--- src/rtl/pe_array_ctrl.sv ---
// pe_array_ctrl: sequencer for an N x N systolic PE array.
// Issues K operand reads to the A/B RAMs, skews the edge valids across the
// array, holds pe_en over the compute wavefront, then drains one result row
// per handshake.
//
// state  | meaning
// -------+--------------------------------------------------------------
// IDLE   | waiting for start with a non-zero k_len
// LOAD   | k_len cycles of A/B reads at base + c
// FLUSH  | RAM_LAT + 2N - 1 cycles for latency, skew and product register
// DRAIN  | present drain_row, advance on drain_vld & drain_rdy
// DONE   | one-cycle done pulse
module pe_array_ctrl #(
  parameter int N       = 4,
  parameter int K_W     = 8,
  parameter int ADDR_W  = 8,
  parameter int RAM_LAT = 1,
  parameter int ROW_W   = 2
) (
  input  logic              clk,
  input  logic              rst_n,
  input  logic              start,
  input  logic [K_W-1:0]    k_len,
  input  logic [ADDR_W-1:0] a_base,
  input  logic [ADDR_W-1:0] b_base,
  input  logic              abort,
  output logic              busy,
  output logic              done,
  output logic              a_rd_en,
  output logic [ADDR_W-1:0] a_rd_addr,
  output logic              b_rd_en,
  output logic [ADDR_W-1:0] b_rd_addr,
  output logic [N-1:0]      row_vld,
  output logic [N-1:0]      col_vld,
  output logic              pe_en,
  output logic              acc_clr,
  output logic              drain_vld,
  output logic [ROW_W-1:0]  drain_row,
  input  logic              drain_rdy
);

  localparam int FLUSH_CYC = RAM_LAT + 2 * N - 1;
  localparam int FL_W      = $clog2(FLUSH_CYC + 1);
  localparam int DLY_W     = RAM_LAT + N - 1;

  typedef enum logic [2:0] {
    S_IDLE  = 3'd0,
    S_LOAD  = 3'd1,
    S_FLUSH = 3'd2,
    S_DRAIN = 3'd3,
    S_DONE  = 3'd4
  } state_t;

  state_t            state, state_nxt;
  logic [K_W-1:0]    k_q;
  logic [K_W-1:0]    ld_cnt;
  logic [ADDR_W-1:0] a_q, b_q;
  logic [FL_W-1:0]   fl_cnt;
  logic [ROW_W-1:0]  row_q;
  logic [DLY_W-1:0]  dly;
  logic              accept, abort_job, ld_last, fl_last, row_last, rd_en;

  assign accept    = (state == S_IDLE) && start && (k_len != '0);
  assign abort_job = abort && (state != S_IDLE);
  assign ld_last   = (ld_cnt == k_q - K_W'(1));
  assign fl_last   = (fl_cnt == '0);
  assign row_last  = (row_q == ROW_W'(N - 1));
  assign rd_en     = (state == S_LOAD);

  // State register
  always_ff @(posedge clk or negedge rst_n) begin
    if (!rst_n) state <= S_IDLE;
    else        state <= state_nxt;
  end

  // Next-state and per-state outputs; abort overrides every transition
  always_comb begin
    state_nxt = state;
    busy      = 1'b0;
    done      = 1'b0;
    a_rd_en   = 1'b0;
    b_rd_en   = 1'b0;
    a_rd_addr = '0;
    b_rd_addr = '0;
    pe_en     = 1'b0;
    acc_clr   = 1'b0;
    drain_vld = 1'b0;
    drain_row = '0;
    case (state)
      S_IDLE: begin
        if (accept) state_nxt = S_LOAD;
      end
      S_LOAD: begin
        busy      = 1'b1;
        pe_en     = 1'b1;
        a_rd_en   = 1'b1;
        b_rd_en   = 1'b1;
        a_rd_addr = a_q + ADDR_W'(ld_cnt);
        b_rd_addr = b_q + ADDR_W'(ld_cnt);
        acc_clr   = (ld_cnt == '0);
        if (ld_last) state_nxt = S_FLUSH;
      end
      S_FLUSH: begin
        busy  = 1'b1;
        pe_en = 1'b1;
        if (fl_last) state_nxt = S_DRAIN;
      end
      S_DRAIN: begin
        busy      = 1'b1;
        drain_vld = 1'b1;
        drain_row = row_q;
        if (drain_rdy && row_last) state_nxt = S_DONE;
      end
      S_DONE: begin
        busy      = 1'b1;
        done      = 1'b1;
        state_nxt = S_IDLE;
      end
      default: state_nxt = S_IDLE;
    endcase
    if (abort_job) state_nxt = S_IDLE;
  end

  // Job parameters latch on accept; LOAD counts up for addressing, FLUSH counts down
  always_ff @(posedge clk or negedge rst_n) begin
    if (!rst_n) begin
      k_q    <= '0;
      a_q    <= '0;
      b_q    <= '0;
      ld_cnt <= '0;
      fl_cnt <= '0;
      row_q  <= '0;
    end else if (accept) begin
      k_q    <= k_len;
      a_q    <= a_base;
      b_q    <= b_base;
      ld_cnt <= '0;
      fl_cnt <= FL_W'(FLUSH_CYC - 1);
      row_q  <= '0;
    end else begin
      if (state == S_LOAD && !ld_last)
        ld_cnt <= ld_cnt + K_W'(1);
      if (state == S_FLUSH && !fl_last)
        fl_cnt <= fl_cnt - FL_W'(1);
      if (state == S_DRAIN && drain_rdy && !row_last)
        row_q <= row_q + ROW_W'(1);
    end
  end

  // Shared skew line: A and B reads are issued together, so one line serves both edges
  always_ff @(posedge clk or negedge rst_n) begin
    if (!rst_n)         dly <= '0;
    else if (abort_job) dly <= '0;
    else                dly <= {dly[DLY_W-2:0], rd_en};
  end

  // Tap RAM_LAT + i of the read enable feeds row i and column i
  always_comb begin
    row_vld = '0;
    col_vld = '0;
    for (int i = 0; i < N; i++) begin
      row_vld[i] = dly[RAM_LAT + i - 1];
      col_vld[i] = dly[RAM_LAT + i - 1];
    end
  end

endmodule

--- config.mk ---
export PLATFORM = sky130hd
export DESIGN_NAME = pe_array_ctrl
export DESIGN_NICKNAME = d
export VERILOG_FILES = /design/src/rtl/pe_array_ctrl.sv
export SDC_FILE = /design/constraint.sdc
export NUM_CORES = 1
export LEC_CHECK = 0
export ABC_CLOCK_PERIOD_IN_PS = 2400
export CORE_UTILIZATION = 35
export DETAILED_ROUTE_END_ITERATION = 8
export PLACE_DENSITY_LB_ADDON = 0.15
export SLEW_MARGIN = 20
export SYNTH_ARGS = -nofsm -noshare
export SYNTH_HDL_FRONTEND = slang
export SYNTH_SLANG_ARGS = --single-unit
--- constraint.sdc ---
create_clock -name clk -period 2.4 [get_ports clk]
set_input_delay 0.48 -clock clk [delete_from_list [all_inputs] [get_ports clk]]
set_output_delay 0.48 -clock clk [all_outputs]
set_load 0.005 [all_outputs]
==> impl_metrics.csv <==
group,metric,value,unit
global_routing,globalRouteOverflowTotal,0,
clock_tree,path_clk_slew,0.10,ns
timing,final-hold-violation-count,0,
route,drtAntennaViolNets,0,
timing,worst_slack,-0.397,ns
status,status,"complete, but fails checks",
synth,ys_warn_count,0,
timing,period_needed,2.80,ns
synth,synthesis.nets,387,
synth,synth_enable_flop_cells,0,
critical_path,crit_fanout,2,
global_routing,grt_max_degree,29,
power_and_ir_drop,p_sw,2.01,mW
worst_hold_path,hold_path.class,"in -> async",
global_routing,grt_use_total,18.3,%
status,violations,"negative setup slack",
power_and_ir_drop,p_int,2.91,mW
placement,port_buffers,61,
clock_tree,cts_max_level,2,
synth,synth_area_leader_cell,"dfrtp_1",
synth,syn-cell-area,2950,um^2
placement,placed_area,3880,um^2
cells_and_area,postLayoutCellArea,4210,um^2
synth,syn_inst,337,
global_routing,grt_pass1_wl,12600,um
critical_path,cp-start-kind,"register",
timing,setup_viol,10,
global_routing,grt_pass1_vias,2658,
route,vias,2641,
cells_and_area,diodes,0,
clock_tree,insertion_delay,0.30,ns
route,wl_per_cell,13.8,um
clock_tree,cts_root_buf,"clkbuf_8",
cells_and_area,nFillCells,778,
route,drtIter0Drc,138,
timing,period_share,117,%
synth,synth_cell_type_count,51,
job,cap_violations,0,
clock_tree,clockBufferDepth,2,
placement,place.gp.congestion,0.830,
timing,slew-limit-headroom,62.4,%
cells_and_area,multiInputGateArea,1830,um^2
power_and_ir_drop,pwr-share-clk,10.4,%
clock_tree,numCtsBuffers,5,
route,dr.pass1.iters,4,
floorplanning,ios,62,
route,drt_wl_total,7460,um
route,viasPerCell,4.89,
synth,postSynthAreaPerCell,8.75,um^2
floorplanning,rows,33,
power_and_ir_drop,max-vdd-ir-drop,0.463,mV
power_and_ir_drop,p_seq_share,26.8,%
timing,rsz0062_at_grt,"true",
synth,ys.flop_type,"dfrtp_1",
synth,synth_common_cells,"nand2_1, dfrtp_1, nor2_1",
timing,finalSetupTns,-2.62,ns
route,drc,0,
synth,synth_most_common_cell,"nand2_1",
synth,async_flop_share,100,%
cells_and_area,areaGrowthSynthToFinish,42.7,%
clock_tree,cts_hold_buf,0,
cells_and_area,fin_util,51.5,%
power_and_ir_drop,p_leak,2.04,nW
synth,ys_ff_latch,45,
floorplanning,die_h,93.8,um
power_and_ir_drop,p_per_area,1170,nW/um^2
timing,slew_viol_final,0,
floorplanning,dieWidth,93.8,um
synth,ys_top_cells_by_area,"dfrtp_1, nand2_1, ha_1",
global_routing,grt_antenna_before_repair,0,
power_and_ir_drop,swShare,40.9,%
critical_path,cp.required,1.92,ns
floorplanning,die-area,8800,um^2
critical_path,worstSetupEndpointType,"output pin",
power_and_ir_drop,p_comb_share,62.8,%
cells_and_area,drive_above_1_share,25.7,%
floorplanning,initial_core_util,36.1,%
clock_tree,cts_tree,"done",
timing,tightest_slew,0.565,ns
clock_tree,cts_num_sinks,45,
cells_and_area,nets,484,
timing,fmax,358,MHz
floorplanning,core_area,8180,um^2
synth,yosys.area.top_type_share,38.2,%
critical_path,crit_type,"reg -> out",
placement,dp_hpwl,5280,um
critical_path,arrival,2.32,ns
synth,yosysSeqAreaShare,38.2,%
timing,clock_skew,0.00496,ns
cells_and_area,seq_area,1130,um^2
## cell families after synthesis
kind of cell    count (synthesis)  share of synthesized area [%]
simple gates                  153                           24.3
xor+xnor                       24                           7.38
mux                             6                           2.04
fa+ha+maj                      21                           9.41
flops                          45                           38.2
buf+inv                        36                           6.32
compound gates                 52                           12.4
## cell type report
type                            count  share of cell area (%)
Multi-Input combinational cell    256                    43.4
Clock buffer                        5                    1.63
Clock inverter                      3                   0.595
Tap cell                          105                    3.12
Inverter                           16                    1.43
Sequential cell                    45                    26.8
Timing Repair Buffer              110                    23.0
## repair_timing
| action | in CTS | in global routing |
|---|---|---|
| buffers inserted | 9 | 5 |
| gates resized for setup | 68 | 26 |
| endpoints found under the setup margin | 15 | 20 |
| pin swaps | 29 | 18 |
| cloned | 0 | 0 |
## critical path, stage by stage, from the launching register on
cell      delay, ns
dfrtp_1        0.41
buf_6          0.13
ha_4           0.16
fa_2           0.36
a21o_1         0.18
a21oi_2        0.17
o21bai_1       0.08
a21oi_1        0.16
xor2_1         0.18
nor2_1         0.05
buf_2          0.13
## registers in the layout (all words and copies together) (netlist names)
signal,count
a_q,8
fl_cnt,4
col_vld,4
b_q,8
ld_cnt,8
state,3
row_q,2
k_q,8
## path summary, 6_finish.rpt
path	start	endpoint	slack, ns	cells after the start
worst max-delay path	ld_cnt[0]	a_rd_addr[6]	-0.40	10
min in group clk	a_q[5]	a_q[5]	0.49	2
worst min-delay path	rst_n	col_vld[1]	0.15	1
worst max register to register	k_q[1]	ld_cnt[6]	0.20	9
worst min register to register	a_q[5]	a_q[5]	0.49	2
max in group asynchronous	rst_n	ld_cnt[1]	1.70	2
## through the flow
step	std cells	worst slack [ns]	hold WS [ns]	total power, mW
after floorplan	337	0.0168	0.184	2.86
after global placement	519	-0.507	0.470	4.03
after detailed placement	519	-0.509	0.475	4.06
after CTS	536	-0.354	0.166	4.77
after global routing	540	-0.486	0.183	5.36
final	540	-0.397	0.151	4.92
## power by group through the flow
stage | registers, mW | clock network (mW) | logic, mW
4_1_cts | 1.31 | 0.529 | 2.93
5_1_grt | 1.36 | 0.559 | 3.44
3_5_place_dp | 1.31 | 0 | 2.75
6_report | 1.32 | 0.514 | 3.09
2_1_floorplan | 1.26 | 0 | 1.60
3_3_place_gp | 1.30 | 0 | 2.73
## cell usage in the layout (no fill, tap or decap), drive strengths merged, types with 3 or more instances in the layout
master	instances
dfrtp	45
xnor2	14
a21oi	17
clkbuf	7
and2	6
xor2	10
nand2	83
a2111oi	3
o21bai	4
buf	61
nand3	3
or3	4
o21ai	8
mux2i	6
nor3b	5
nor3	6
nor4	4
or2	3
ha	19
nand4	4
o211ai	3
clkdlybuf4s50	45
a21o	5
nor2	22
inv	17
and3	6
## metal layers
layer	share of wire (%)	GRT usage, %
met1	48	24.1
met4	1.6	5.64
met5	0	0
met2	47	30.5
met3	3.3	3.16
(Power assumes the default switching activity.)
==> RTL edit 1: new RTL, same flow settings <==
Re-encode `state_t` (5 states) as one-hot, 5 bits wide.
--- a/src/rtl/pe_array_ctrl.sv
+++ b/src/rtl/pe_array_ctrl.sv
@@ -43,12 +43,12 @@
   localparam int FL_W      = $clog2(FLUSH_CYC + 1);
   localparam int DLY_W     = RAM_LAT + N - 1;
 
-  typedef enum logic [2:0] {
-    S_IDLE  = 3'd0,
-    S_LOAD  = 3'd1,
-    S_FLUSH = 3'd2,
-    S_DRAIN = 3'd3,
-    S_DONE  = 3'd4
+  typedef enum logic [4:0] {
+    S_IDLE  = 5'b00001,
+    S_LOAD  = 5'b00010,
+    S_FLUSH = 5'b00100,
+    S_DRAIN = 5'b01000,
+    S_DONE  = 5'b10000
   } state_t;
 
   state_t            state, state_nxt;
Check against the original RTL: same outputs for any inputs over 10 cycles, from zero or initial values and one cycle with rst_n low; not proved beyond that.
==> RTL edit 1 against the original RTL <==
The flow still finishes with violations (setup timing). Synthesized cell count grew 0.89%. Non-clock buffer count grew 9. Combinational power shrank 28%. Core utilization grew 2.1 points. Total power shrank 14%. Highest routed layer unchanged. Worst setup slack gained 70 ps. Via count grew 2.3%. Area after synthesis shrank 0.38%. Cell area grew 4.1%. Wire length shrank 2.3%. Critical path type unchanged. Sequential cell count grew 2.
==> RTL edit 1: results (changes against the original RTL) <==
- Status: finished with violations (unchanged).
- Violated checks: setup timing (unchanged).
- The clock latency reported for the late side of the worst-skew pair came to 300 ps (about the same).
- The per-cell via count in the routed design was 4.87 (was 4.89).
- The count of antenna diodes in the layout is 0 (unchanged).
- Commonest cells in the synthesized netlist: nand2_1 (85), dfrtp_1 (46), ha_1 (19), nor2_1 (19), inv_1 (17) (was nand2_1 (83), dfrtp_1 (45), nor2_1 (20)).
- The total wire length after detailed routing is 7290 um (was 7460 um).
- The via count of the first global-routing pass is 2554 (was 2658).
- The yosys synthesis warning count came to 0 (unchanged).
- The origin of the critical flop-to-flop path is k_q[1]$_DFFE_PN0P_ (unchanged).
- The kind of path behind the tightest hold check was input pin to asynchronous set/reset pin (unchanged).
- The detailed router's first-iteration violation count is 91 (was 138).
- The setup slack on the worst flop-to-flop path was -80 ps (was 200 ps).
- The overall global routing resource usage is 0.177 (was 0.183).
- The final sum of negative setup slack came to -2470 ps (was -2620 ps).
- The number of buffers inserted during clock tree synthesis was 5 (unchanged).
- The layout cell share with drive strength beyond 1 was 0.267 (was 0.257).
- The maximum level of the CTS H-tree is 2 (unchanged).
- The buffer type at the clock tree root is clkbuf_8 (unchanged).
- The sequential-to-total area share from yosys stat was 0.401 (was 0.382).
- The initial antenna violation count is 0 (unchanged).
- The largest driver fanout on the critical path is 3 (was 2).
- The clock tree buffer depth is 2 (unchanged).
- After clock tree synthesis, the clock-pin slew on the worst setup and hold paths is 90 ps.
- The pin count of the biggest net entering global routing was 23 (was 29).
- Area contributors post-synth: dfrtp_1 (39%), nand2_1 (11%), ha_1 (8.1%), xnor2_1 (4.2%), a21oi_1 (2.7%) (was dfrtp_1 (38%), nand2_1 (11%), ha_1 (8.1%), xnor2_1 (3.9%), xor2_1 (3.0%)).
- The leakage power summed over all cells was 2.23 nW (was 2.04 nW).
- The post-synthesis cell type count came to 45 (was 51).
- The net count after synthesis is 390 (was 387).
- The detailed-router iteration count before antenna repair is 4 (unchanged).
- The first-pass GRT wire length is 12100 um (was 12600 um).
- The worst setup skew after layout is 2.65 ps (was 4.96 ps).
- The end of the worst register-to-register path is ld_cnt[3]$_DFFE_PN0P_ (was ld_cnt[6]$_DFFE_PN0P_).
- The highest-delay cell along the critical path is dfrtp_2 (was dfrtp_1).
- The number of cell instances on the worst register-to-register path is 6 (was 9).
- The estimated wirelength of the detail-placed design is 5350 um (was 5280 um).
- The post-synthesis async set-or-reset flop share is 1.00 (unchanged).
- The worst IR drop on VDD is 0.000471 V (was 0.000463 V).
- The total overflow reported by the global router came to 0 (unchanged).
- The weighted congestion reported at the end of routability-driven placement was 0.818 (was 0.830).
- The data arrival time of the critical path is 2250 ps (was 2320 ps).
- The fill cell instance count of the final layout is 767 (was 778).
- The quantity of I/O buffers inserted on ports is 61 (unchanged).
- The final net count came to 499 (was 484).
- The worst setup margin came to -327 ps (was -397 ps).
- The transition time of the tightest slew-check pin is 531 ps (was 565 ps).
- The final count of negative-setup-slack endpoints is 14 (was 10).
- The delay contributed by the slowest stage of the critical path is 440 ps (was 410 ps).
## RTL edit 1: how the worst max path moves through the flow
stage	start	endpoint	slack (ps)
global placement	ld_cnt[1]$_DFFE_PN0P_	b_rd_addr[7]	-580
detailed placement	ld_cnt[1]$_DFFE_PN0P_	b_rd_addr[7]	-600
finish	ld_cnt[1]$_DFFE_PN0P_	b_rd_addr[7]	-330
CTS	ld_cnt[0]$_DFFE_PN0P_	b_rd_addr[6]	-360
global route	ld_cnt[1]$_DFFE_PN0P_	b_rd_addr[7]	-440
floorplan	ld_cnt[1]$_DFFE_PN0P_	a_rd_addr[7]	10
## RTL edit 1: cell families (layout without fill, tap and decap cells)
logic type,after synthesis,after routing,synth area share
multiplexers,3,3,0.0102
XOR/XNOR,23,23,0.0685
AND/OR/NAND/NOR,158,158,0.252
adder cells (fa/ha/maj),21,21,0.0945
AO/OA/AOI/OAI,54,54,0.125
buffers and inverters,34,144,0.0498
flip-flops,47,47,0.401
## RTL edit 1: critical path: cells and delay by family (launching register included)
family	cells	cell delay, ps
flops	1	440
simple gates	1	380
fa+ha+maj	1	240
compound gates	5	650
buf+inv	2	250
## RTL edit 1: cell type report
cell class	count	area share
clock buffers	6	0.0166
clock inverters	2	0.0137
inverters	17	0.0146
multi-input cells	259	0.414
flip-flops and latches	47	0.270
well taps	105	0.0300
repair buffers	119	0.241
## RTL edit 1: per-stage QoR
stage	setup slack (ps)	cells	util	hold slack [ps]	area, sq um
after floorplan	9.55	340	-	184	2940
after global placement	-582	534	0.486	466	3980
after detailed placement	-601	534	0.486	479	3980
after CTS	-355	553	0.526	165	4300
after global routing	-444	555	0.536	185	4380
final	-327	555	0.536	153	4380
## RTL edit 1: power by group
| part | internal (mW) | switching, mW |
|---|---|---|
| combinational | 1.14 | 1.08 |
| sequential | 1.06 | 0.250 |
| clock | 0.416 | 0.267 |
| total | 2.62 | 1.60 |
## RTL edit 1: metal layers
layer / up-vias / global-route usage / wire [um] / share of wire
met2: 56 / 0.307 / 3560 / 0.49
met4: 0 / 0.0385 / 66 / 0.0091
met5: - / 0 / 0 / 0
met3: 7 / 0.0293 / 286 / 0.039
met1: 1281 / 0.230 / 3370 / 0.46
li1: 1358 / - / - / -
## RTL edit 1: repair_timing
action	4_1_cts	5_1_grt
setup buffers	11	7
gates resized for setup	75	21
pin swaps	39	25
hold buffers	0	0
gates cloned	0	0
setup endpoints to repair	28	32
==> RTL edit 2: new RTL, same flow settings <==
Made on the original files. The parameter `RAM_LAT` goes from 1 to 2. Comments in the files are not updated.
--- a/src/rtl/pe_array_ctrl.sv
+++ b/src/rtl/pe_array_ctrl.sv
@@ -14,7 +14,7 @@
   parameter int N       = 4,
   parameter int K_W     = 8,
   parameter int ADDR_W  = 8,
-  parameter int RAM_LAT = 1,
+  parameter int RAM_LAT = 2,
   parameter int ROW_W   = 2
 ) (
   input  logic              clk,
Formal check against the unedited RTL: not equivalent (Yosys sat finds a counterexample within 4 cycles, from zero or initial values and one cycle with rst_n low).
==> RTL edit 2 against the original RTL <==
The run ends with DRC, setup timing left. Synthesized cell count is 1.8% higher. Register-to-register slack lost 160 ps. Global-route usage down 0.25 points. Sequential share of layout area rose by 0.22 points. Cell area rose by 1.4%. Sequential cell count rose by 1. Count of clock-buffer cells in the layout did not move. Die area shrank 0.12%. Area after synthesis is 0.13% lower. Wire length fell by 1.0%. First-iteration DRC count fell by 36%. Worst setup slack gained 68 ps. Total power fell by 3.2%. Highest routed layer unchanged.
==> RTL edit 2: results (changes against the original RTL) <==
- Status: finished with violations (unchanged).
- The worst setup margin is -329 ps (was -397 ps).
- The initial antenna violation count is 0 (unchanged).
- The detailed-router iteration count before antenna repair is 6 (was 4).
- The detailed router's first-iteration violation count was 89 (was 138).
- Commonest cells in the synthesized netlist: nand2_1 (80), dfrtp_1 (46), nor2_1 (29) (was nand2_1 (83), dfrtp_1 (45), nor2_1 (20)).
- The routed via count was 2673 (was 2641).
- The layout cell share with drive strength beyond 1 is 0.265 (was 0.257).
- The worst setup skew after layout is 5.87 ps (was 4.96 ps).
- The setup slack at placement is -498 ps (was -509 ps).
- The data arrival time of the critical path is 2250 ps (was 2320 ps).
- The net count after synthesis is 393 (was 387).
- The total wire length after detailed routing came to 7380 um (was 7460 um).
- The number of DRC violations after detailed routing is 2 (was 0).
- The final count of negative-setup-slack endpoints is 8 (was 10).
- The largest driver fanout on the critical path is 3 (was 2).
- The via count of the first global-routing pass is 2688 (was 2658).
- The sequential-to-total area share from yosys stat is 0.391 (was 0.382).
- The overall global routing resource usage was 0.181 (was 0.183).
- The predominant post-synthesis flop cell is dfrtp_1 (unchanged).
- The kind of cell adding the most delay to the critical path is compound AO/OA/AOI/OAI gates (unchanged).
- The relative slew slack was 0.658 (was 0.624).
- The end of the worst register-to-register path is state[0]$_DFFE_PN0P_ (was ld_cnt[6]$_DFFE_PN0P_).
- The delay contributed by the slowest stage of the critical path is 440 ps (was 410 ps).
- The number of buffers inserted during clock tree synthesis is 5 (unchanged).
- The post-place instance area was 3950 sq um (was 3880 sq um).
- The post-synthesis cell type count is 44 (was 51).
- The origin of the critical flop-to-flop path was k_q[3]$_DFFE_PN0P_ (was k_q[1]$_DFFE_PN0P_).
- The first-pass GRT wire length was 12400 um (was 12600 um).
- The leakage power summed over all cells came to 2.09 nW (was 2.04 nW).
- The estimated wirelength of the detail-placed design was 5480 um (was 5280 um).
- The final net count came to 495 (was 484).
- The final sum of negative setup slack is -1840 ps (was -2620 ps).
- The maximum level of the CTS H-tree was 2 (unchanged).
- The setup slack on the worst flop-to-flop path was 40 ps (was 200 ps).
- The weighted congestion reported at the end of routability-driven placement is 0.866 (was 0.830).
- Violated checks: DRC, setup timing (was setup timing).
- Area contributors post-synth: dfrtp_1 (39%), nand2_1 (10%), ha_1 (8.1%), xnor2_1 (5.9%), nor2_1 (3.7%) (was dfrtp_1 (38%), nand2_1 (11%), ha_1 (8.1%), xnor2_1 (3.9%), xor2_1 (3.0%)).
- The footprint of the multi-input gates is 1820 sq um (was 1830 sq um).
- The worst IR drop on VDD is 0.000361 V (was 0.000463 V).
- The number of cell instances on the worst register-to-register path is 6 (was 9).
- The highest-delay cell along the critical path is dfrtp_2 (was dfrtp_1).
[RTL edit 2: cell types whose count changed after synthesis, sizes merged, moves of 3 or more]
cell    delta
nand2      -3
inv        -3
clkbuf     +4
nor2       +7
nor3       -3
o211ai     -3
nor3b      -3
xnor2      +6
nand3      +4
[RTL edit 2: worst register-to-register path, stage by stage, from the launching register on]
cell	delay [ps]
dfrtp_1	390
or4_4	550
or3_4	360
a2111oi_4	280
nand4_1	190
and2_4	200
a221o_1	280
[RTL edit 2: timing repair]
action,CTS,global route
setup endpoints to repair,21,32
resized for setup,80,17
gates cloned,1,0
pin swaps,47,21
setup buffers,18,2
[RTL edit 2: report_power, final]
| group | internal [mW] | switching [mW] | leakage (nW) |
|---|---|---|---|
| registers | 1.06 | 0.232 | 0.587 |
| clock network | 0.205 | 0.292 | 0.0441 |
| logic | 1.59 | 1.38 | 1.46 |
| total | 2.86 | 1.91 | 2.09 |
[RTL edit 2: cell families (layout without fill, tap and decap cells)]
logic type,after synthesis,count (layout),share of synthesized area
fa+ha+maj,21,21,0.0943
simple gates,160,160,0.251
flops,46,46,0.391
mux,5,5,0.0170
buf+inv,37,140,0.0590
xor+xnor,28,28,0.0832
compound gates,46,46,0.104
[RTL edit 2: metal layers]
layer | track usage | wire (um) | share of wire | vias up
met3 | 0.0259 | 242 | 0.033 | 9
li1 | - | - | - | 1348
met5 | 0 | 0 | 0 | -
met1 | 0.226 | 3390 | 0.46 | 1265
met2 | 0.320 | 3620 | 0.49 | 51
met4 | 0.0526 | 125 | 0.017 | 0
[RTL edit 2: worst max-delay path by stage]
| stage | start | to | slack [ps] | cells after the start |
|---|---|---|---|---|
| final | ld_cnt[1]$_DFFE_PN0P_ | b_rd_addr[7] | -330 | 9 |
| after global placement | ld_cnt[1]$_DFFE_PN0P_ | b_rd_addr[7] | -490 | 8 |
| after floorplan | ld_cnt[1]$_DFFE_PN0P_ | b_rd_addr[7] | 20 | 7 |
| after detailed placement | ld_cnt[1]$_DFFE_PN0P_ | a_rd_addr[7] | -500 | 8 |
| after global routing | ld_cnt[1]$_DFFE_PN0P_ | a_rd_addr[7] | -470 | 9 |
| after CTS | ld_cnt[1]$_DFFE_PN0P_ | b_rd_addr[7] | -350 | 9 |
[RTL edit 2: layout make-up]
type / count / share of cell area
clock buffers: 5 / 0.0161
multi-input cells: 260 / 0.425
repair buffers: 118 / 0.239
flip-flops and latches: 46 / 0.271
clock inverters: 3 / 0.00498
inverters: 14 / 0.0135
well taps: 105 / 0.0308
[RTL edit 2: stage by stage]
step / instances / hold WS [ps]
floorplan: 343 / 184
global placement: 533 / 434
detailed placement: 533 / 436
CTS: 549 / 128
global route: 551 / 154
finish: 551 / 114
